$ cat config.mk
export PLATFORM = sky130hd
export DESIGN_NAME = alu_sequencer
export DESIGN_NICKNAME = d
export VERILOG_FILES = /design/src/rtl/alu_sequencer.sv
export SDC_FILE = /design/constraint.sdc
export NUM_CORES = 1
export LEC_CHECK = 0
export BUFFER_PORTS_ARGS = -buffer_cell sky130_fd_sc_hd__buf_4
export CORE_MARGIN = 10
export CORE_UTILIZATION = 52
export DETAILED_ROUTE_END_ITERATION = 12
export GPL_ROUTABILITY_DRIVEN = 1
export PLACE_DENSITY_LB_ADDON = 0.15
export SYNTH_ARGS = -nofsm -noshare
export SYNTH_HDL_FRONTEND = slang
export SYNTH_SLANG_ARGS = --single-unit
$ cat constraint.sdc
create_clock -name clk -period 6.6 [get_ports clk]
set_clock_uncertainty 0.15 [all_clocks]
set_input_delay 0 -clock clk [delete_from_list [all_inputs] [get_ports clk]]
set_output_delay 0 -clock clk [all_outputs]
set_load 0.02 [all_outputs]
$ cat src/rtl/alu_sequencer.sv
// rtl/alu_sequencer.sv - execute-stage ALU wrapper with registered results and shift-add MUL
module alu_sequencer #(
   parameter int WIDTH     = 32,
   parameter int MUL_ITERS = 32
) (
   input  logic             clk,
   input  logic             rst_n,
   input  logic             in_valid,
   output logic             in_ready,
   input  logic [3:0]       in_op,
   input  logic [WIDTH-1:0] in_a,
   input  logic [WIDTH-1:0] in_b,
   output logic             out_valid,
   input  logic             out_ready,
   output logic [WIDTH-1:0] out_result,
   output logic             out_carryout,
   output logic             out_zero,
   output logic             out_overflow,
   output logic             out_illegal,
   output logic             busy
);

   localparam int CW = $clog2(MUL_ITERS);
   localparam logic [CW-1:0] LAST_ITER = CW'(MUL_ITERS - 1);

   typedef enum logic [1:0] {S_IDLE, S_MUL, S_DONE} state_t;

   state_t           state, state_nxt;
   logic [WIDTH-1:0] acc, mcand, mplier;
   logic             lost, ovf;
   logic [CW-1:0]    cnt;

   logic [WIDTH-1:0] alu_a, alu_b, alu_res, b_eff;
   logic [2:0]       alu_ctl;
   logic [WIDTH:0]   sum_ext;
   logic             alu_cout, alu_ovf, add_ovf, sub;

   logic [WIDTH-1:0] mul_acc_nxt;
   logic             mul_ovf_nxt;
   logic             accept;

   assign in_ready  = (state == S_IDLE);
   assign out_valid = (state == S_DONE);
   assign busy      = (state == S_MUL);
   assign accept    = in_valid && (state == S_IDLE);

   // Operand mux: live inputs while idle, accumulator/multiplicand while multiplying.
   always_comb begin
      alu_a   = acc;
      alu_b   = mcand;
      alu_ctl = 3'd0;
      if (state == S_IDLE) begin
         alu_a   = in_a;
         alu_b   = in_b;
         alu_ctl = in_op[2:0];
      end
   end

   // Combinational ALU; SUB and SLT share the adder via b inversion and carry-in.
   always_comb begin
      sub      = (alu_ctl == 3'd1) || (alu_ctl == 3'd3);
      b_eff    = sub ? ~alu_b : alu_b;
      sum_ext  = {1'b0, alu_a} + {1'b0, b_eff} + {{WIDTH{1'b0}}, sub};
      add_ovf  = (alu_a[WIDTH-1] == b_eff[WIDTH-1]) && (sum_ext[WIDTH-1] != alu_a[WIDTH-1]);
      alu_res  = '0;
      alu_cout = 1'b0;
      alu_ovf  = 1'b0;
      case (alu_ctl)
         3'd0, 3'd1: begin
            alu_res  = sum_ext[WIDTH-1:0];
            alu_cout = sum_ext[WIDTH];
            alu_ovf  = add_ovf;
         end
         3'd2: alu_res = alu_a ^ alu_b;
         3'd3: alu_res = {{(WIDTH-1){1'b0}}, sum_ext[WIDTH-1] ^ add_ovf};
         3'd4: alu_res = alu_a & alu_b;
         3'd5: alu_res = ~(alu_a & alu_b);
         3'd6: alu_res = ~(alu_a | alu_b);
         default: alu_res = alu_a | alu_b;
      endcase
   end

   // Multiply step: a set multiplier bit adds the shifted multiplicand; any carry out
   // or previously shifted-off multiplicand bit means the product exceeds WIDTH bits.
   always_comb begin
      mul_acc_nxt = mplier[0] ? alu_res : acc;
      mul_ovf_nxt = ovf | (mplier[0] & (alu_cout | lost));
   end

   // State register.
   always_ff @(posedge clk or negedge rst_n) begin
      if (!rst_n) state <= S_IDLE;
      else        state <= state_nxt;
   end

   // Next-state logic.
   always_comb begin
      state_nxt = state;
      case (state)
         S_IDLE: if (in_valid) state_nxt = (in_op == 4'd8) ? S_MUL : S_DONE;
         S_MUL:  if (cnt == LAST_ITER) state_nxt = S_DONE;
         default: if (out_ready) state_nxt = S_IDLE;
      endcase
   end

   // Datapath: result/flag registers and multiply working registers.
   always_ff @(posedge clk or negedge rst_n) begin
      if (!rst_n) begin
         acc          <= '0;
         mcand        <= '0;
         mplier       <= '0;
         lost         <= 1'b0;
         ovf          <= 1'b0;
         cnt          <= '0;
         out_result   <= '0;
         out_carryout <= 1'b0;
         out_zero     <= 1'b0;
         out_overflow <= 1'b0;
         out_illegal  <= 1'b0;
      end else if (accept) begin
         out_illegal <= 1'b0;
         if (!in_op[3]) begin
            out_result   <= alu_res;
            out_carryout <= alu_cout;
            out_zero     <= (alu_res == '0);
            out_overflow <= alu_ovf;
         end else if (in_op == 4'd8) begin
            acc    <= '0;
            mcand  <= in_a;
            mplier <= in_b;
            lost   <= 1'b0;
            ovf    <= 1'b0;
            cnt    <= '0;
         end else begin
            out_result   <= '0;
            out_carryout <= 1'b0;
            out_zero     <= 1'b0;
            out_overflow <= 1'b0;
            out_illegal  <= 1'b1;
         end
      end else if (state == S_MUL) begin
         acc    <= mul_acc_nxt;
         ovf    <= mul_ovf_nxt;
         lost   <= lost | mcand[WIDTH-1];
         mcand  <= mcand << 1;
         mplier <= mplier >> 1;
         cnt    <= cnt + CW'(1);
         if (cnt == LAST_ITER) begin
            out_result   <= mul_acc_nxt;
            out_carryout <= 1'b0;
            out_zero     <= (mul_acc_nxt == '0);
            out_overflow <= mul_ovf_nxt;
         end
      end
   end

endmodule

==> results.toml, run 1 <==
[timing]
finalCritPeriodShare_pct = 87.0
worstMarginPinSlew_ps = 1190
whs_ps = -8.23
drv_slew = 0
fin_crit_ps = 5740
grt_setup_unrepaired = "false"
hold_violations = 4
tns_ps = 0
finalSetupViolCount = 0
max_freq_mhz = 174
max_slew_margin_pct = 20.6

[synth]
yosys-top-cells-count = "nand2_1, dfrtp_1, mux2i_1"
synth-edff-count = 0
ys_warn_count = 0
synth_top_area_share_pct = 27.8
synth_area_sq_um = 12700
synth_area_leaders = "dfrtp_1, mux2i_1, ha_1"
ys_types = 95
postSynthCellCount = 1520
yosysMostFrequentCell = "nand2_1"
async_flop_share_pct = 100
postSynthAreaPerCell_sq_um = 8.34
synth_flop_cell = "dfrtp_1"
yosysTopAreaCell = "dfrtp_1"
syn_nets = 1690
seq_area_frac_synth_pct = 27.8
synth_seq_cells = 141

[global_route]
grt_pass1_wl_um = 73200
gr-total-overflow = 0
track_usage_pct = 30.9
antenna_found_initial = 0
grt_pass1_vias = 11870
grt_max_degree = 104

[cts]
clock-root-buffer = "clkbuf_16"
cts_setup_buffers = 0
cts_tree = "done"
cts_buffers = 17
cts_buffer_depth = 2
cts.sinks = 141
cts-hold-fix-buffers = 68
clkLatencyLatePin_ps = 440
cts_resized = 0
path_clk_slew_ps = 80
htreeDepth = 4

[critical_path]
required_ps = 6820
crit_type = "reg -> reg"
crit_arrival_ps = 5970
crit_fanout = 40
cp-start-kind = "register"
end_kind = "register"

[routing]
vias_per_cell = 6.25
wl_um = 48800
vias = 12309
first_iter_violations = 1172
drt_pass1_iterations = 7
drc = 0
postRouteAntennaNets = 0
wl_per_cell_um = 24.8

[floorplanning]
dieArea_sq_um = 31000
boundaryPins = 111
start_util_pct = 52.4
die_h_um = 176
core_sq_um = 24200
rows = 57
die_w_um = 176

[pwr]
switching_share_pct = 53.2
pwr_density_cell_nw_per_um2 = 576
peakVddDrop_uv = 338
clkPwrFrac_pct = 11.8
leakage_uw = 0.00725
switching_power_uw = 4590
p_comb_share_pct = 69.7
seq_power_share_pct = 18.5
p_int_uw = 4030

[place]
numPortBuffers = 110
dpl_cell_area_sq_um = 13700
place_congestion = 0.973
hpwl_um = 36100

[final_layout]
fin_nets = 1804
antenna_cells = 0
drive_gt1_share_pct = 14.4
synthToLayoutAreaGrowth_pct = 18.2
seq_area_sq_um = 3530
multi_input_area_sq_um = 8410
design_area_sq_um = 15000
fillerInstances = 2082

[run_status]
status = "finished, violations left"
violations = "hold timing"

[job]
drv_cap = 0

[hold_path]
worstHoldPathType = "in -> async"
-- worst max-delay path, stage by stage (launching register included) --
cell and delay, ps:
dfrtp_1 470, or2_1 330, inv_4 520, buf_12 340, mux2i_1 280, inv_1 90, ha_1 450, nand2_1 180
or4_1 520, o21ai_1 380, a21oi_1 230, o21ai_2 320, a2111oi_0 170, a2bb2oi_1 220, a2111o_1 500, nor4b_1 300
a31o_1 180
-- area by class of cell --
class,instances,area share [%]
Inverter,79,2.00
Timing Repair Buffer,203,11.5
Clock buffer,17,2.84
Multi-Input combinational cell,1192,56.2
Clock inverter,15,1.25
Sequential cell,141,23.6
Tap cell,324,2.71
-- power groups by stage --
stage | Sequential, uW | Combinational [uW] | Clock (uW)
2_1_floorplan | 1580 | 4140 | 0
3_3_place_gp | 1580 | 5790 | 0
3_5_place_dp | 1590 | 5840 | 0
4_1_cts | 1580 | 5900 | 1020
5_1_grt | 1630 | 6520 | 1060
6_report | 1590 | 6010 | 1020
-- worst paths after layout --
check,startpoint,end,slack (ps),cells after the start
setup / recovery,state[0],out_zero,860,16
hold / removal,rst_n,mcand[24],-8,2
setup reg to reg,state[0],out_zero,860,16
hold reg to reg,mplier[7],mplier[7],330,2
max in group asynchronous,rst_n,acc[13],4840,3
min in group clk,in_op[2],out_illegal,210,3
-- cells by family (layout without fill, tap and decap cells) --
family | Yosys count | in the layout | share of synthesized area, %
fa+ha+maj | 98 | 98 | 9.73
buf+inv | 187 | 314 | 6.22
compound gates | 438 | 438 | 23.1
simple gates | 442 | 442 | 16.7
mux | 149 | 149 | 11.9
flops | 141 | 141 | 27.8
xor+xnor | 65 | 65 | 4.49
-- sequential cells by signal, indices dropped and copies added (netlist names) --
| name | count |
|---|---|
| out_zero | 1 |
| mcand | 32 |
| state | 2 |
| out_carryout | 1 |
| mplier | 32 |
| out_result | 32 |
| lost | 1 |
| acc | 32 |
| ovf | 1 |
| out_overflow | 1 |
| out_illegal | 1 |
| cnt | 5 |
-- cells in the final DEF, fill, tap and decap left out, drive strengths merged, types with 8 or more instances in the layout --
| cell | n |
|---|---|
| o21a | 15 |
| a21o | 33 |
| o221ai | 10 |
| nor2 | 78 |
| a211oi | 16 |
| a22oi | 19 |
| a21oi | 86 |
| o22ai | 18 |
| dlygate4sd3 | 68 |
| clkbuf | 17 |
| or3 | 8 |
| mux2 | 12 |
| a221oi | 13 |
| nand2 | 199 |
| a31oi | 15 |
| o21ai | 141 |
| a22o | 14 |
| buf | 135 |
| nor2b | 31 |
| nand4 | 16 |
| nand3 | 18 |
| xor2 | 11 |
| nand2b | 17 |
| ha | 97 |
| inv | 85 |
| xnor2 | 54 |
| dfrtp | 141 |
| nor3 | 20 |
| clkinv | 8 |
| mux2i | 137 |
-- metal layers --
metal  vias to the layer above  share of wire, %  global-route usage, %
met4                         0               5.4                   16.2
met2                       581                46                   49.0
met5                         -                 0                      0
met3                       124               7.8                   6.54
met1                      5929                41                   38.9
li1                       5675                 -                      -
-- through the flow --
stage	total power [uW]	worst slack [ps]	utilization, %	hold slack [ps]	cells
3_3_place_gp	7370	1070	56.6	-99.3	1871
2_1_floorplan	5720	1050	-	-446	1520
5_1_grt	9220	548	62.0	68.2	1971
6_report	8620	858	62.0	-8.23	1971
3_5_place_dp	7430	1030	56.6	-101	1871
4_1_cts	8510	951	62.0	15.0	1971
(Power assumes the default switching activity.)
==> run 2, diff against run 1 <==
- BUFFER_PORTS_ARGS: -buffer_cell sky130_fd_sc_hd__buf_4 -> default
- DONT_BUFFER_PORTS: default -> 1
==> results.toml, run 2 (same netlist as run 1, synthesis figures left out) <==
[global_route]
grt_max_degree = 142
antenna_found_initial = 6
track_usage_pct = 32.0
grt_pass1_wl_um = 75500
grt_pass1_vias = 11614
gr-total-overflow = 0

[floorplanning]
die_h_um = 176
die_w_um = 176
rows = 57
start_util_pct = 52.4
boundaryPins = 111
dieArea_sq_um = 31000
core_sq_um = 24200

[critical_path]
crit_fanout = 24
cpMostUsedCell = "buf_4"
cp_slowest_cell = "a311oi_4"
crit_type = "reg -> reg"
path_cells = "or2_1 > buf_4 > nor2_4 > buf_4 > xnor2_1 > inv_1 > fa_1 > nor2b_1 > o2111ai_4 > a311oi_4 > a21oi_1 > a32o_1 > a22oi_1 > buf_4 > a21oi_1 > nor4_1 > nand4_1 > nor4b_1 > a31o_1"
crit_arrival_ps = 5760
end_kind = "register"
max_stage_delay_ps = 510
cp-start-kind = "register"
required_ps = 6840

[cts]
cts_setup_buffers = 0
cts_tree = "done"
cts_buffers = 17
cts.sinks = 141
path_clk_slew_ps = 80
htreeDepth = 4
cts_resized = 0
clock-root-buffer = "clkbuf_16"
clkLatencyLatePin_ps = 450
cts-hold-fix-buffers = 74
cts_buffer_depth = 2

[final_layout]
fillerInstances = 2185
seq_area_sq_um = 3530
final_cell_mix = "nand2_1, dfrtp_1, mux2i_1"
synthToLayoutAreaGrowth_pct = 12.3
drive_gt1_share_pct = 8.35
fin_nets = 1701
multi_input_area_sq_um = 8410
final_common_cell = "nand2_1"

[timing]
whs_ps = 7.83
max_slew_margin_pct = 25.5
worstMarginPinSlew_ps = 1110
max_freq_mhz = 181
finalSetupViolCount = 0
hold_violations = 0
drv_slew = 0
fin_crit_ps = 5530
finalCritPeriodShare_pct = 83.7
tns_ps = 0
grt_setup_unrepaired = "false"

[pwr]
peakVddDrop_uv = 314
total_power_uw = 8570
pwr_density_cell_nw_per_um2 = 602
p_comb_share_pct = 67.5
seq_power_share_pct = 20.4
clkPwrFrac_pct = 12.1
switching_share_pct = 54.2
p_int_uw = 3920
switching_power_uw = 4650
leakage_uw = 0.00674

[place]
place_congestion = 0.945
hpwl_um = 35900
numPortBuffers = 0

[routing]
wl_per_cell_um = 27.0
drt_pass1_iterations = 8
wl_um = 50500
vias = 12109
drc = 0
first_iter_violations = 1191
postRouteAntennaNets = 0
vias_per_cell = 6.47

[run_status]
status = "complete, no violations"

[job]
drv_cap = 0

[hold_path]
worstHoldPathType = "in -> reg"
run 2: final cells by class:
type                    count  area share [%]
well taps                 324            2.85
clock buffers              17            2.99
multi-input cells        1192            59.1
clock inverters            15            1.32
diodes                      4          0.0703
flip-flops and latches    141            24.8
inverters                  79            2.10
repair buffers            100            6.79
run 2: worst max-delay path: cells and delay by family, from the launching register on:
kind                       cells  cell delay (ps)
AOI/OAI and AO/OA              7             1740
xor gates and xnor gates       1              200
adders and majority gates      1              440
and+or+nand+nor                6             1590
buffers and inverters          4              910
DFF                            1              450
run 2: worst paths after layout:
| kind | slack (ps) | end | cells past startpoint | start |
|---|---|---|---|---|
| worst max-delay path | 1070 | out_zero | 19 | state[1] |
| max in group asynchronous | 5540 | mcand[22] | 2 | rst_n |
| worst min register to register | 330 | mplier[24] | 2 | mplier[24] |
| worst min-delay path | 8 | out_result[22] | 4 | in_op[3] |
| min in group asynchronous | 30 | acc[22] | 2 | rst_n |
| worst max register to register | 1070 | out_zero | 19 | state[1] |
run 2: power groups by stage:
stage          registers [uW]  logic (uW)  clock network, uW
6_report                 1750        5780               1040
5_1_grt                  1790        6300               1060
4_1_cts                  1730        5650               1030
3_5_place_dp             1740        5540                  0
3_3_place_gp             1740        5510                  0
2_1_floorplan            1580        4140                  0
run 2: metal layers:
layer	share of wire, %	wire length [um]	track usage [%]	up-vias
li1	-	-	-	5469
met1	41	20500	41.0	5857
met2	46	23000	50.5	645
met3	8.8	4430	6.86	134
met4	4.9	2500	15.3	4
met5	0.057	29	0	-
run 2: metrics by stage:
step / utilization (%) / area, sq um / std cells / setup WS [ps]
after floorplan: - / 12700 / 1520 / 1050
after global placement: 53.1 / 12800 / 1762 / 1150
after detailed placement: 53.1 / 12800 / 1762 / 1200
after CTS: 58.8 / 14200 / 1868 / 1140
after global routing: 58.9 / 14200 / 1871 / 767
final: 58.9 / 14200 / 1872 / 1070
